### config.mk
export PLATFORM = sky130hd
export DESIGN_NAME = vga_timing_gen
export DESIGN_NICKNAME = d
export VERILOG_FILES = /design/src/rtl/vga_timing_gen.sv
export SDC_FILE = /design/constraint.sdc
export NUM_CORES = 1
export LEC_CHECK = 0
export BUFFER_PORTS_ARGS = -buffer_cell sky130_fd_sc_hd__buf_4
export CAP_MARGIN = 20
export CORE_ASPECT_RATIO = 2
export CORE_MARGIN = 3
export CORE_UTILIZATION = 25
export DETAILED_ROUTE_END_ITERATION = 10
export PLACE_DENSITY = 0.45
export SYNTH_ARGS = -nofsm -noshare
export SYNTH_HDL_FRONTEND = slang
export SYNTH_SLANG_ARGS = --single-unit
### constraint.sdc
create_clock -name input_clk -period 5.31 [get_ports input_clk]
set_clock_uncertainty 0.2 [all_clocks]
set_input_delay 1.062 -clock input_clk [delete_from_list [all_inputs] [get_ports input_clk]]
set_output_delay 1.062 -clock input_clk [all_outputs]
set_load 0.02 [all_outputs]
### src/rtl/vga_timing_gen.sv
// vga_timing_gen: parametrised VGA raster timing with counters, sync/de delay line and frame pulses
module vga_timing_gen #(
  parameter int   CLK_DIV   = 2,
  parameter int   H_ACTIVE  = 640,
  parameter int   H_FP      = 16,
  parameter int   H_SYNC    = 96,
  parameter int   H_BP      = 48,
  parameter int   V_ACTIVE  = 400,
  parameter int   V_FP      = 12,
  parameter int   V_SYNC    = 2,
  parameter int   V_BP      = 36,
  parameter logic HSYNC_POL = 1'b0,
  parameter logic VSYNC_POL = 1'b0,
  parameter int   PIPE      = 2,
  parameter int   POS_W     = 12
) (
  input  logic             input_clk,
  input  logic             rst,
  input  logic             en,
  output logic             pix_ce,
  output logic [POS_W-1:0] hpos,
  output logic [POS_W-1:0] vpos,
  output logic             fetch_active,
  output logic             hsync,
  output logic             vsync,
  output logic             de,
  output logic             line_start,
  output logic             frame_start,
  output logic [7:0]       frame_ctr
);
  localparam int DW = CLK_DIV > 1 ? $clog2(CLK_DIV) : 1;
  localparam logic [DW-1:0] D_LAST = DW'(CLK_DIV - 1);
  localparam logic [POS_W-1:0] H_LAST = POS_W'(H_ACTIVE + H_FP + H_SYNC + H_BP - 1);
  localparam logic [POS_W-1:0] V_LAST = POS_W'(V_ACTIVE + V_FP + V_SYNC + V_BP - 1);
  localparam logic [POS_W-1:0] H_ACT  = POS_W'(H_ACTIVE);
  localparam logic [POS_W-1:0] V_ACT  = POS_W'(V_ACTIVE);
  localparam logic [POS_W-1:0] HS_ON  = POS_W'(H_ACTIVE + H_FP);
  localparam logic [POS_W-1:0] HS_OFF = POS_W'(H_ACTIVE + H_FP + H_SYNC);
  localparam logic [POS_W-1:0] VS_ON  = POS_W'(V_ACTIVE + V_FP);
  localparam logic [POS_W-1:0] VS_OFF = POS_W'(V_ACTIVE + V_FP + V_SYNC);
  logic [DW-1:0]   div;
  logic [PIPE-1:0] hs_q, vs_q, de_q;
  logic            hs_d, vs_d, h_wrap, v_wrap;
  always_comb begin
    pix_ce       = en && div == D_LAST;
    fetch_active = hpos < H_ACT && vpos < V_ACT;
    hs_d         = hpos >= HS_ON && hpos < HS_OFF;
    vs_d         = vpos >= VS_ON && vpos < VS_OFF;
    h_wrap       = hpos == H_LAST;
    v_wrap       = vpos == V_LAST;
    hsync        = hs_q[PIPE-1] ? HSYNC_POL : ~HSYNC_POL;
    vsync        = vs_q[PIPE-1] ? VSYNC_POL : ~VSYNC_POL;
    de           = de_q[PIPE-1];
  end
  // bit 0 of each delay vector is the first stage; the decode enters there on every pixel step
  always_ff @(posedge input_clk or posedge rst) begin
    if (rst) begin
      div         <= '0;
      hpos        <= '0;
      vpos        <= '0;
      frame_ctr   <= '0;
      hs_q        <= '0;
      vs_q        <= '0;
      de_q        <= '0;
      line_start  <= 1'b0;
      frame_start <= 1'b0;
    end else begin
      line_start  <= pix_ce && h_wrap;
      frame_start <= pix_ce && h_wrap && v_wrap;
      if (en) div <= div == D_LAST ? '0 : div + 1'b1;
      if (pix_ce) begin
        hpos <= h_wrap ? '0 : hpos + 1'b1;
        if (h_wrap) vpos <= v_wrap ? '0 : vpos + 1'b1;
        if (h_wrap && v_wrap) frame_ctr <= frame_ctr + 8'd1;
        hs_q <= PIPE'({hs_q, hs_d});
        vs_q <= PIPE'({vs_q, vs_d});
        de_q <= PIPE'({de_q, fetch_active});
      end
    end
  end
endmodule

==> impl_metrics.json, run 1 <==
{
  "netlist_area_sq_um": 2050,
  "end_kind": "output pin",
  "leakage_uw": 0.00127,
  "antenna_left": 0,
  "hold_depth": 1,
  "holdPathEnd": "frame_ctr[7]",
  "required_ns": 4.05,
  "timing.rr.start": "hpos[7]",
  "power_per_cell_area_nw_per_um2": 324,
  "clock-sinks": 41,
  "via_per_inst": 4.70,
  "die_x_um": 70.0,
  "drive_gt1_share_pct": 26.2,
  "worstPathArrival_ns": 1.97,
  "overflow": 0,
  "ctsResizeCount": 0,
  "crit_chain": "buf_4 > nand2_1 > clkinv_1 > buf_4",
  "path_delay_family": "buffers and inverters",
  "r2r_cells": 5,
  "cts_tree": "yes",
  "finalSetupTns_ns": 0,
  "swShare_pct": 30.8,
  "clk_latency_ns": 0.29,
  "fmax_ghz": 0.309,
  "post-route-min-period_ns": 3.23,
  "synth-edff-count": 0,
  "finalSetupViolCount": 0,
  "synth_top_family_by_area": "simple AND/OR/NAND/NOR gates",
  "vias": 1566,
  "dpl_cell_area_sq_um": 2440,
  "status": "finished, final reports clean",
  "synth-compound-area-share_pct": 4.88,
  "routedWlPerCell_um": 15.5,
  "syn_nets": 202,
  "crit_path_frequent_cell": "buf_4",
  "final_cell_area_sq_um": 2580,
  "synth-warning-count": 0,
  "cts_hold_buf": 0,
  "critPathBufInv": 3,
  "worst-r2r-setup-slack_ns": 2.95,
  "cts_root_buf": "clkbuf_16",
  "nNetsFinal": 245,
  "synth.avg_cell_area_sq_um": 10.6,
  "grt_first_pass_wirelength_um": 8580,
  "critPathMaxFanout": 10,
  "die-area_sq_um": 9390,
  "firstDrtPassIters": 5,
  "p_comb_share_pct": 19.1,
  "fin_cells": 333,
  "holdWs_ns": 0.267,
  "wirelength_um": 5150,
  "holdCritStartpoint": "frame_ctr[7]",
  "drtIter0Drc": 84,
  "fill_cells": 847,
  "cts_buffers": 5,
  "htreeDepth": 2,
  "synth_cells": 193,
  "rsz0062_at_grt": "no",
  "r2r-end": "vpos[5]",
  "placed_cells": 325,
  "ys_ff_latch": 41,
  "synth_seq_area_share_pct": 50.0,
  "final_hold_viol_count": 0,
  "crit_path_start_kind": "primary input",
  "clkSlewWorstSetupHoldPaths_ns": 0.06,
  "worstHoldPathType": "reg -> reg",
  "switchingPower_uw": 257,
  "synth.area.mux_share_pct": 1.59,
  "chipHeight_um": 134,
  "synth_cell_types": 41,
  "cp_slowest_cell": "clkinv_1",
  "gp_congestion": 0.783,
  "slew_headroom_pct": 63.2,
  "peakVddDrop_mv": 0.136,
  "post-cts-setup-buffer-count": 0,
  "synth_xor_area_share_pct": 10.3,
  "antenna_found_initial": 0,
  "portBuffers": 41,
  "rows": 46,
  "area_growth_pct": 25.8,
  "synth_simple_gate_area_share_pct": 25.0,
  "synth_fa_ha_area_share_pct": 3.66,
  "cts.path.max_buffers": 2,
  "period_share_pct": 60.9,
  "n_antenna_cell": 0,
  "floorplan.initialDensity_pct": 25.8,
  "p_seq_share_pct": 45.0,
  "critical_path_class": "in -> out",
  "grt_pass1_vias": 1617,
  "p_int_uw": 579,
  "maxCapViolations": 0,
  "num_io_pins": 42,
  "slowest_delay_ns": 0.31,
  "power_frac_clock_pct": 35.9,
  "tightestPinTransition_ns": 0.552,
  "grt_usage_pct": 11.8,
  "core_area_sq_um": 7940,
  "drv_slew": 0,
  "route.detailed.drc": 0,
  "synth_flop_cell": "dfrtp_1",
  "design_power_total_uw": 836,
  "grt_start_max_net_pins": 42,
  "dp_hpwl_um": 3760,
  "synthArstFlopShare_pct": 100
}
[logic make-up (layout without fill, tap and decap cells)]
kind of cell	count (synthesis)	in the layout
muxes	3	3
xor gates and xnor gates	24	24
and+or+nand+nor	83	83
DFF	41	41
AOI/OAI and AO/OA	17	17
adders and majority gates	6	6
buffers and inverters	19	63
[through the flow]
stage                     utilization [%]  worst slack [ns]
after detailed placement             30.7              2.06
after CTS                            32.5              2.06
after floorplan                         -              2.50
after global routing                 32.5              2.02
final                                32.5              2.08
after global placement               30.7              2.08
[sequential cells by signal (all words and copies together) (netlist names)]
signal       count
hpos            12
de_q             2
div              1
frame_ctr        8
vs_q             2
line_start       1
hs_q             2
vpos            12
frame_start      1
[per-layer routing]
layer,up-vias,routed length [um],global-route usage [%]
met5,-,0,0
met2,24,2910,21.9
met3,5,140,2.55
li1,760,-,-
met1,777,2000,12.4
met4,0,99,5.12
[synth_stat cells (all sizes together) (3+ instances only)]
cell | n | share of area (%)
o31ai | 3 | 1.1
nor3 | 6 | 1.7
or3 | 3 | 0.92
xor2 | 15 | 6.4
ha | 6 | 3.7
xnor2 | 9 | 3.8
a21oi | 3 | 0.73
nor4 | 4 | 1.5
inv | 12 | 2.2
and3 | 5 | 1.6
nand3 | 13 | 3.2
nand4 | 13 | 5.3
nor2 | 8 | 1.6
buf | 5 | 2.0
o21ai | 8 | 2.0
and4 | 3 | 1.5
dfrtp | 41 | 50
nand2 | 21 | 3.8
[layout by cell type, fill, tap and decap left out, types with 2 or more instances in the layout]
master     instances
nand2_1           21
o21ai_0            8
nor3_1             5
ha_1               6
buf_4             42
inv_1             12
a21oi_1            3
nor2_1             7
nand3_1           13
and4bb_2           2
clkinv_2           2
xnor2_1            9
or3_1              3
xor2_1            15
dfrtp_1           41
nand4_2            2
nand4_1           10
clkbuf_16          5
and3_1             4
o31ai_1            3
nor4_1             3
[layout make-up]
type	instances	area [sq um]	share of cell area [%]
Sequential cell	41	1030	39.8
Clock inverter	2	10.0	0.388
Multi-Input combinational cell	133	931	36.1
Inverter	13	48.8	1.89
Timing Repair Buffer	42	315	12.2
Clock buffer	6	129	5.00
Tap cell	96	120	4.66
[power groups by stage]
| stage | Sequential [uW] | Clock, uW | Combinational (uW) |
|---|---|---|---|
| after CTS | 377 | 305 | 163 |
| after detailed placement | 382 | 0 | 162 |
| after global placement | 381 | 0 | 161 |
| after floorplan | 399 | 0 | 80.9 |
| after global routing | 381 | 317 | 174 |
| final | 376 | 300 | 159 |
[worst max-delay path by stage]
| stage | from | to | slack (ns) | cells past startpoint |
|---|---|---|---|---|
| after floorplan | en | pix_ce | 2.50 | 2 |
| after global placement | en | pix_ce | 2.08 | 4 |
| after detailed placement | en | pix_ce | 2.06 | 4 |
| after CTS | en | pix_ce | 2.06 | 4 |
| after global routing | en | pix_ce | 2.02 | 4 |
| final | en | pix_ce | 2.08 | 4 |
No activity file was read; power rests on OpenSTA's default activity.
==> run 2, diff against run 1 <==
==> constraint.sdc (replaced) <==
create_clock -name input_clk -period 3.16 [get_ports input_clk]
set_clock_uncertainty 0.2 [all_clocks]
set_input_delay 0.632 -clock input_clk [delete_from_list [all_inputs] [get_ports input_clk]]
set_output_delay 0.632 -clock input_clk [all_outputs]
set_load 0.02 [all_outputs]
==> impl_metrics.json, run 2 (same netlist as run 1, synthesis figures left out) <==
{
  "clkSlewWorstSetupHoldPaths_ns": 0.06,
  "clk_latency_ns": 0.29,
  "crit_chain": "nor3_1 > nand3_1 > nor2_1 > buf_4",
  "n_antenna_cell": 0,
  "wirelength_um": 5150,
  "fmax_ghz": 0.397,
  "post-cts-setup-buffer-count": 0,
  "reg_top3": "hpos: 12 flops, vpos: 12 flops, frame_ctr: 8 flops",
  "firstDrtPassIters": 4,
  "leakage_uw": 0.00127,
  "via_per_inst": 4.73,
  "final_hold_viol_count": 0,
  "mostFrequentLayoutCells": "buf_4, dfrtp_1, nand2_1",
  "finalSetupTns_ns": 0,
  "critical_path_class": "reg -> out",
  "route.detailed.drc": 0,
  "status": "finished, final reports clean",
  "end_kind": "output pin",
  "required_ns": 2.33,
  "grt_usage_pct": 11.7,
  "cts_buffers": 5,
  "worstHoldPathType": "reg -> reg",
  "power_per_cell_area_nw_per_um2": 540,
  "dp_hpwl_um": 3820,
  "drtIter0Drc": 76,
  "core_area_sq_um": 7940,
  "area_growth_pct": 25.8,
  "die-area_sq_um": 9390,
  "path_delay_family": "simple AND/OR/NAND/NOR gates",
  "p_comb_share_pct": 19.3,
  "rsz0062_at_grt": "no",
  "floorplan.initialDensity_pct": 25.8,
  "tightestPinTransition_ns": 0.541,
  "post-route-min-period_ns": 2.52,
  "portBuffers": 41,
  "p_int_uw": 972,
  "slew_headroom_pct": 64.0,
  "ctsResizeCount": 0,
  "cts_hold_buf": 0,
  "cts_root_buf": "clkbuf_16",
  "layout_commonest_cell": "buf_4",
  "period_share_pct": 79.6,
  "grt_pass1_vias": 1681,
  "cts_tree": "yes",
  "antenna_left": 0,
  "rows": 46,
  "cts.path.max_buffers": 2,
  "grt_first_pass_wirelength_um": 8520,
  "routedWlPerCell_um": 15.5,
  "crit_path_start_kind": "flip-flop",
  "maxCapViolations": 0,
  "gp_congestion": 0.756,
  "die_x_um": 70.0,
  "drive_gt1_share_pct": 26.2,
  "worstPathArrival_ns": 1.68,
  "p_seq_share_pct": 45.2,
  "vias": 1575,
  "critPathMaxFanout": 5,
  "grt_start_max_net_pins": 42,
  "nNetsFinal": 245,
  "clock-sinks": 41,
  "htreeDepth": 2,
  "antenna_found_initial": 0,
  "slowest_delay_ns": 0.47,
  "switchingPower_uw": 421,
  "cp_slowest_cell": "nor3_1",
  "drv_slew": 0,
  "swShare_pct": 30.2,
  "num_io_pins": 42,
  "power_frac_clock_pct": 35.5,
  "critPathBufInv": 1,
  "chipHeight_um": 134,
  "finalSetupViolCount": 0,
  "overflow": 0,
  "utilization_pct": 32.5,
  "peakVddDrop_mv": 0.224
}
run 2: layer usage:
layer	vias up	wire length [um]	track usage, %
li1	758	-	-
met1	772	1860	11.9
met2	35	2940	21.5
met3	10	198	2.55
met4	0	140	6.50
met5	-	0	0
run 2: power groups by stage:
stage / Sequential [uW] / Clock [uW] / Combinational (uW)
after floorplan: 671 / 0 / 136
after global placement: 641 / 0 / 269
after detailed placement: 641 / 0 / 274
after CTS: 631 / 515 / 275
after global routing: 639 / 529 / 297
final: 630 / 495 / 269
run 2: layout make-up:
type	count	area [sq um]
Clock buffer	6	129
Timing Repair Buffer	42	315
Fill cell	845	5360
Multi-Input combinational cell	133	931
Inverter	13	48.8
Clock inverter	2	10.0
Tap cell	96	120
Sequential cell	41	1030
run 2: final timing paths:
check,startpoint,endpoint,slack [ns],cells past startpoint
worst max-delay path,vpos[9],fetch_active,0.64,4
worst min-delay path,frame_ctr[7],frame_ctr[7],0.27,1
worst max register to register,hpos[10],vpos[3],0.86,5
worst min register to register,frame_ctr[7],frame_ctr[7],0.27,1
max in group asynchronous,rst,hpos[3],2.09,3
min in group asynchronous,rst,frame_ctr[6],0.29,3
run 2: stage by stage:
step           setup WS (ns)  total power, uW  instances  hold WS [ns]  instance area [sq um]
6_report               0.643             1390        333         0.273                   2580
5_1_grt                0.525             1470        333         0.306                   2580
3_3_place_gp           0.751              911        325         0.264                   2440
3_5_place_dp           0.743              914        325         0.267                   2440
2_1_floorplan           1.06              807        193         0.245                   2050
4_1_cts                0.602             1420        333         0.278                   2580
==> run 3, diff against run 2 <==
==> constraint.sdc (replaced) <==
create_clock -name input_clk -period 2.5 [get_ports input_clk]
set_clock_uncertainty 0.2 [all_clocks]
set_input_delay 0.5 -clock input_clk [delete_from_list [all_inputs] [get_ports input_clk]]
set_output_delay 0.5 -clock input_clk [all_outputs]
set_load 0.02 [all_outputs]
==> impl_metrics.json, run 3 (same netlist as run 1, synthesis figures left out) <==
{
  "htreeDepth": 2,
  "leakage_uw": 0.00131,
  "post-route-min-period_ns": 2.34,
  "reg_top3": "hpos: 12 flops, vpos: 12 flops, frame_ctr: 8 flops",
  "chipHeight_um": 134,
  "die_x_um": 70.0,
  "tightestPinTransition_ns": 0.549,
  "overflow": 0,
  "power_per_cell_area_nw_per_um2": 680,
  "r2r_cells": 6,
  "drv_slew": 0,
  "end_kind": "output pin",
  "drtIter0Drc": 59,
  "rsz0062_at_grt": "no",
  "required_ns": 1.80,
  "clock-sinks": 41,
  "p_comb_share_pct": 20.5,
  "finalSetupViolCount": 0,
  "peakVddDrop_mv": 0.227,
  "cts.path.max_buffers": 2,
  "power_frac_clock_pct": 35.9,
  "critical_path_class": "reg -> out",
  "register_area_sq_um": 1030,
  "design_power_total_uw": 1810,
  "critPathMaxFanout": 8,
  "grt_usage_pct": 11.8,
  "grt_start_max_net_pins": 42,
  "drive_gt1_share_pct": 29.4,
  "grt_pass1_vias": 1647,
  "die-area_sq_um": 9390,
  "gp_congestion": 0.756,
  "status": "finished, final reports clean",
  "portBuffers": 41,
  "r2r-end": "frame_ctr[1]",
  "slew_headroom_pct": 63.0,
  "timing.rr.start": "vpos[1]",
  "rows": 46,
  "cts_root_buf": "clkbuf_16",
  "period_share_pct": 93.7,
  "crit_start": "vpos[5]",
  "core_area_sq_um": 7940,
  "placed_cells": 334,
  "worstPathArrival_ns": 1.64,
  "num_io_pins": 42,
  "route.detailed.drc": 0,
  "dp_hpwl_um": 4030,
  "firstDrtPassIters": 4,
  "switchingPower_uw": 531,
  "worstHoldPathType": "in -> async",
  "finalSetupTns_ns": 0,
  "fin_cells": 341,
  "cts_hold_buf": 0,
  "critPathCapture": "fetch_active",
  "antenna_left": 0,
  "grt_first_pass_wirelength_um": 8550,
  "routedWlPerCell_um": 15.5,
  "clk_latency_ns": 0.29,
  "swShare_pct": 29.4,
  "area_growth_pct": 29.7,
  "clkSlewWorstSetupHoldPaths_ns": 0.06,
  "fill_cells": 848,
  "wirelength_um": 5290,
  "nNetsFinal": 254,
  "fmax_ghz": 0.427,
  "final_hold_viol_count": 0,
  "multi_input_area_sq_um": 936,
  "vias": 1609,
  "worst-r2r-setup-slack_ns": 0.25,
  "n_antenna_cell": 0,
  "cts_tree": "yes",
  "holdWs_ns": 0.143,
  "p_int_uw": 1280,
  "cts_buffers": 5,
  "mostFrequentLayoutCells": "buf_4, dfrtp_1, nand2_1",
  "maxCapViolations": 0,
  "antenna_found_initial": 0,
  "crit_path_start_kind": "flip-flop",
  "layout_commonest_cell": "buf_4",
  "floorplan.initialDensity_pct": 25.8,
  "p_seq_share_pct": 43.6,
  "via_per_inst": 4.72
}
run 3: cell type report:
cell class	instances	area share (%)
repair buffers	51	14.4
well taps	96	4.52
inverters	13	1.83
clock buffers	6	5.22
clock inverters	1	0.282
multi-input cells	133	35.2
flip-flops and latches	41	38.6
run 3: power groups by stage:
stage	registers [uW]	clock network [uW]	logic, uW
after floorplan	848	0	172
final	788	649	371
after global placement	798	0	375
after detailed placement	801	0	378
after CTS	789	672	379
after global routing	801	696	408
run 3: metrics by stage:
step	instance area, sq um	setup slack, ns	util, %
global placement	2510	0.192	31.6
CTS	2660	0.0614	33.4
global route	2660	0.0281	33.5
floorplan	2050	0.494	-
detailed placement	2510	0.172	31.6
finish	2660	0.157	33.5
run 3: metal layers:
layer / part of all wire, % / vias up / GRT usage [%]
li1: - / 778 / -
met4: 2.7 / 0 / 5.97
met1: 36 / 797 / 11.7
met2: 58 / 27 / 22.3
met5: 0 / - / 0
met3: 2.8 / 7 / 2.55
run 3: worst min-delay path by stage:
stage / end / slack, ns
3_3_place_gp: de_q[0] / 0.26
5_1_grt: div / 0.21
6_report: frame_ctr[7] / 0.14
3_5_place_dp: de_q[0] / 0.26
4_1_cts: frame_ctr[4] / 0.18
2_1_floorplan: de_q[0] / 0.24
run 3: timing repair:
action                                  CTS  global route
endpoints found under the setup margin    0             1
buffers inserted                          0             0
resized for setup                         0             1
run 3: critical path, cell delays in order, from the launching register on:
cell,delay (ns)
dfrtp_1,0.47
o311ai_0,0.43
nand3_1,0.19
nor2_1,0.12
buf_4,0.15
